**src/rtl/uart_tx_arbiter.sv**
```systemverilog
// uart_tx_arbiter: round-robin arbiter sharing one uart_tx among NUM_REQ byte requesters
module uart_tx_arbiter #(
   parameter int NUM_REQ      = 4,
   parameter int GAP_CLKS     = 20,
   parameter int TIMEOUT_CLKS = 4096
) (
   input  logic                       clk,
   input  logic                       reset,
   input  logic [NUM_REQ-1:0]         req_valid,
   input  logic [NUM_REQ*8-1:0]       req_data,
   output logic [NUM_REQ-1:0]         req_ready,
   output logic                       o_Tx_DV,
   output logic [7:0]                 o_Tx_Byte,
   input  logic                       i_Tx_Active,
   input  logic                       i_Tx_Done,
   output logic [$clog2(NUM_REQ)-1:0] grant_id,
   output logic                       busy,
   output logic                       timeout_err
);
   localparam int GW = $clog2(NUM_REQ);
   localparam logic [31:0] TO_LAST = 32'(TIMEOUT_CLKS - 1);
   localparam logic [31:0] GAP_LAST = 32'((GAP_CLKS > 0) ? GAP_CLKS - 1 : 0);
   typedef enum logic [1:0] {IDLE, LAUNCH, WAIT_DONE, GAP} state_t;
   state_t state, state_n;
   logic [GW-1:0] last_grant, last_n, win, grant_n;
   logic [31:0] timer, timer_n;
   logic [NUM_REQ-1:0] ready_n;
   logic [7:0] byte_n;
   logic dv_n, err_n;
   // scan downward so the smallest offset past last_grant with a valid request is kept
   always_comb begin
      win = last_grant;
      for (int k = NUM_REQ; k >= 1; k--) begin
         if (req_valid[(int'(last_grant) + k) % NUM_REQ]) win = GW'((int'(last_grant) + k) % NUM_REQ);
      end
   end
   // next state plus next values of every registered output
   always_comb begin
      state_n = state;
      dv_n = 1'b0;
      ready_n = '0;
      byte_n = o_Tx_Byte;
      grant_n = grant_id;
      last_n = last_grant;
      timer_n = timer;
      err_n = timeout_err;
      case (state)
         IDLE: begin
            if (|req_valid && !i_Tx_Active) begin
               state_n = LAUNCH;
               dv_n = 1'b1;
               ready_n = NUM_REQ'(1) << win;
               byte_n = req_data[8*win +: 8];
               grant_n = win;
            end
         end
         LAUNCH: begin
            state_n = WAIT_DONE;
            timer_n = '0;
         end
         WAIT_DONE: begin
            if (i_Tx_Done || timer == TO_LAST) begin
               state_n = (GAP_CLKS == 0) ? IDLE : GAP;
               timer_n = '0;
               last_n = grant_id;
               err_n = timeout_err | ~i_Tx_Done;
            end else begin
               timer_n = timer + 32'd1;
            end
         end
         GAP: begin
            state_n = (timer == GAP_LAST) ? IDLE : GAP;
            timer_n = (timer == GAP_LAST) ? '0 : timer + 32'd1;
         end
         default: state_n = IDLE;
      endcase
   end
   // state and output registers; reset overrides any launch or completion in the same cycle
   always_ff @(posedge clk) begin
      if (reset) begin
         state <= IDLE;
         o_Tx_DV <= 1'b0;
         req_ready <= '0;
         o_Tx_Byte <= 8'h00;
         grant_id <= '0;
         last_grant <= GW'(NUM_REQ - 1);
         timer <= '0;
         timeout_err <= 1'b0;
      end else begin
         state <= state_n;
         o_Tx_DV <= dv_n;
         req_ready <= ready_n;
         o_Tx_Byte <= byte_n;
         grant_id <= grant_n;
         last_grant <= last_n;
         timer <= timer_n;
         timeout_err <= err_n;
      end
   end
   assign busy = (state != IDLE);
endmodule

```
**config.mk**
```make
export PLATFORM = sky130hd
export DESIGN_NAME = uart_tx_arbiter
export DESIGN_NICKNAME = d
export VERILOG_FILES = /design/src/rtl/uart_tx_arbiter.sv
export SDC_FILE = /design/constraint.sdc
export NUM_CORES = 1
export LEC_CHECK = 0
export BUFFER_PORTS_ARGS = -buffer_cell sky130_fd_sc_hd__buf_2
export CAP_MARGIN = 40
export CORE_MARGIN = 3
export CORE_UTILIZATION = 26
export DETAILED_ROUTE_END_ITERATION = 7
export GPL_TIMING_DRIVEN = 1
export SLEW_MARGIN = 30
export SYNTH_ARGS = -nofsm -noshare
export SYNTH_HDL_FRONTEND = slang
export SYNTH_SLANG_ARGS = --single-unit
```
**constraint.sdc**
```tcl
create_clock -name clk -period 1.8 [get_ports clk]
set_input_delay 0.18 -clock clk [delete_from_list [all_inputs] [get_ports clk]]
set_output_delay 0.18 -clock clk [all_outputs]
set_load 0.01 [all_outputs]
```
==> run summary <==
Outcome = finished, violations left
Failing checks = setup timing
Power Total = 0.00256 W
Total gr overflow = 0
EDFF count, synth = 0
Setup Total Neg Slack = -3.42 ns
Cells after DPL = 583
FF+latch count, synth = 52
Via Count = 2955
Worst-Skew Late Latency = 0.31 ns
Area Growth Syn to Fin = 45.5%
Die area = 12100 um2
Worst setup EP type = flip-flop
DRC viols = 0
Final worst path period need = 2.00 ns
Top post-synthesis cells by area = dfxtp_1 (37%), mux2i_1 (6.4%), nand2_1 (4.4%)
Hold Slack = 0.170 ns
Worst endpoint required time = 2.01 ns
Design Area, Final = 4080 um2
Die span in x = 110 um
Max IR drop VDD = 0.470 mV
CP max-delay cell = or4_4
Register Area = 1050 um2
CTS clk-pin slew, worst paths = 0.10 ns
Worst endpoint data arrival time = 2.21 ns
Predominant post-synthesis flop cell = dfxtp_1
Ys Warns = 0
Fin. Hold Viols = 0
Post-Synthesis Net Count = 377
Port bufs = 56
Antenna Violating Nets Remaining = 0
Commonest non-fill, non-tap cell in the layout = buf_4
Largest family of logic cells by synthesized area = simple AND/OR/NAND/NOR gates
Share of the synthesized area in the top cell type = 37.1%
Placed cell areas = 3790 um2
Synth area leader = dfxtp_1
Clock Root Buffer = clkbuf_8
Placer Congestion = 0.806
HP Class = input pin to flip-flop
PD cells = 628 nW/um2
WL per Instance = 14.0 um
Simple-Gate Fraction of Synth Area = 30.7%
TritonCTS clock tree = built
Setup crit start kind = flip-flop
Final wirelength = 8300 um
Largest delay share family, worst path = simple AND/OR/NAND/NOR gates
Leak = 1.78 nW
Cell Area, Synth = 2800 um2
# setup viols final = 34
Synth cell types = 49
Crit. path cell count = 6
Mean Syn Cell Area = 8.34 um2
Starting DRT DRC Count = 178
First-pass GRT wire length = 13400 um
Most frequent cells in the layout = buf_4 (70), buf_2 (56), dfxtp_1 (48), nand2_1 (32), nor2_1 (24)
Core box area = 10400 um2
Area of the multi-input gates = 1810 um2
Final Slew Violations = 0
PnR worst setup slack = -0.203 ns
Hold path depth = 3
Adder-Cell Fraction of Synth Area = 0.446%
Slew margin rel. = 73.8%
FMAX = 499 MHz
# IOs = 57
Largest net degree at the start of global routing = 26
Slowest Stage Delay on Critical Path = 0.55 ns
Worst r2r path cells = 6
Via-to-Cell Ratio = 4.97
Post-Route Skew = 0.00711 ns
CP cell instances = or4_4 -> nand4b_4 -> o21ai_4 -> a31oi_4 -> and3_1 -> a221o_1
Final HPWL DP = 6110 um
Max clock buf depth = 2
Initial antenna violation count = 0
Complex-gate fraction of the synthesized area = 17.2%
Die Y-Extent = 110 um
Mux contribution to synthesized area = 6.43%
Tot GR Track Use = 13.7%
Worst Max-Slew Pin Slew = 0.394 ns
Cells after Synth = 336
CTS H-tree depth = 2
Final worst-path cycle share = 111%
Vias in the first global route = 2825
Sequential area share after synthesis = 37.1%
Fillers = 1062
Post-layout nets = 499
CTS Sinks = 52
Total CTS buffers = 5
Ant. Diodes = 0
RSZ-0062 raised after global routing = yes
Hold buffers post-CTS = 0
Top fanout value on the critical path = 9
Synth Area in XOR/XNOR = 3.13%
Drt pass-1 iters = 6
Share of flip-flops with an asynchronous set or reset = 0%
Max-Cap Viols = 0
Buf/Inv on CP = 0
Layout cell share with drive strength beyond 1 = 38.8%
Initial Util = 26.9%
Crit Path Category = flip-flop to flip-flop
# rows = 37
Fin cells = 595
## Yosys cell counts, drive strengths merged, types with 7 or more instances
master	count
o221ai	8
and3	14
nor3	8
mux2i	18
nand4	11
nand3	19
inv	13
nor2	27
nand3b	10
o311ai	7
clkbuf	11
dfxtp	52
nand2b	8
nand2	33
a21oi	13
o21ai	16
## kinds of logic after synthesis
logic type,count (synthesis)
AOI/OAI and AO/OA,69
xor gates and xnor gates,10
adders and majority gates,1
buffers and inverters,30
DFF,52
muxes,18
and+or+nand+nor,156
## sequential cells by signal (all words and copies together), names as in the netlist
signal / count
o_Tx_DV: 1
last_grant: 2
timer: 32
timeout_err: 1
grant_id: 2
o_Tx_Byte: 8
req_ready: 4
state: 2
## metal layers
| metal | global-route usage (%) | up-vias | wire length [um] |
|---|---|---|---|
| met5 | 0 | - | 0 |
| met4 | 3.21 | 0 | 74 |
| met3 | 2.06 | 6 | 209 |
| met2 | 23.2 | 44 | 4260 |
| met1 | 18.2 | 1421 | 3760 |
| li1 | - | 1484 | - |
## final cells by class
type | instances | share of cell area [%]
clock buffer | 5 | 1.69
clock inverter | 3 | 1.04
inverter | 13 | 1.20
multi-input combinational | 254 | 44.3
sequential | 52 | 25.7
tap | 136 | 4.17
timing repair buffer | 132 | 21.8
## power breakdown
part	switching (W)	internal, W	leakage [nW]
sequential	0.0000313	0.00119	0.424
combinational	0.000265	0.000248	1.30
clock	0.000411	0.000412	0.0541
total	0.000707	0.00185	1.78
## worst min-delay path: cells and delay by family
| kind | cells | cell delay [ns] |
|---|---|---|
| muxes | 1 | 0.06 |
| AOI/OAI and AO/OA | 1 | 0.13 |
| buffers and inverters | 1 | 0.07 |
## metrics by stage
step | utilization (%) | setup WS, ns
2_1_floorplan | - | -0.0987
3_3_place_gp | 36.4 | -0.175
3_5_place_dp | 36.4 | -0.209
4_1_cts | 38.3 | -0.191
5_1_grt | 39.1 | -0.295
6_report | 39.1 | -0.203
## worst paths after layout
path / to / slack [ns] / from
setup / recovery: timer[20]$_SDFFE_PP0P_ / -0.20 / timer[18]$_SDFFE_PP0P_
hold / removal: o_Tx_Byte[7]$_SDFFE_PP0N_ / 0.17 / req_data[23]
setup reg to reg: timer[20]$_SDFFE_PP0P_ / -0.20 / timer[18]$_SDFFE_PP0P_
hold reg to reg: o_Tx_Byte[7]$_SDFFE_PP0N_ / 0.51 / o_Tx_Byte[7]$_SDFFE_PP0N_
## timing repair
| item | CTS | global route |
|---|---|---|
| gates resized for setup | 17 | 17 |
| pin swaps | 2 | 7 |
| setup buffers | 0 | 2 |
| endpoints found under the setup margin | 33 | 43 |
| hold endpoints to repair | 0 | 0 |
| gates cloned | 2 | 0 |
No activity file was read; power rests on OpenSTA's default activity.
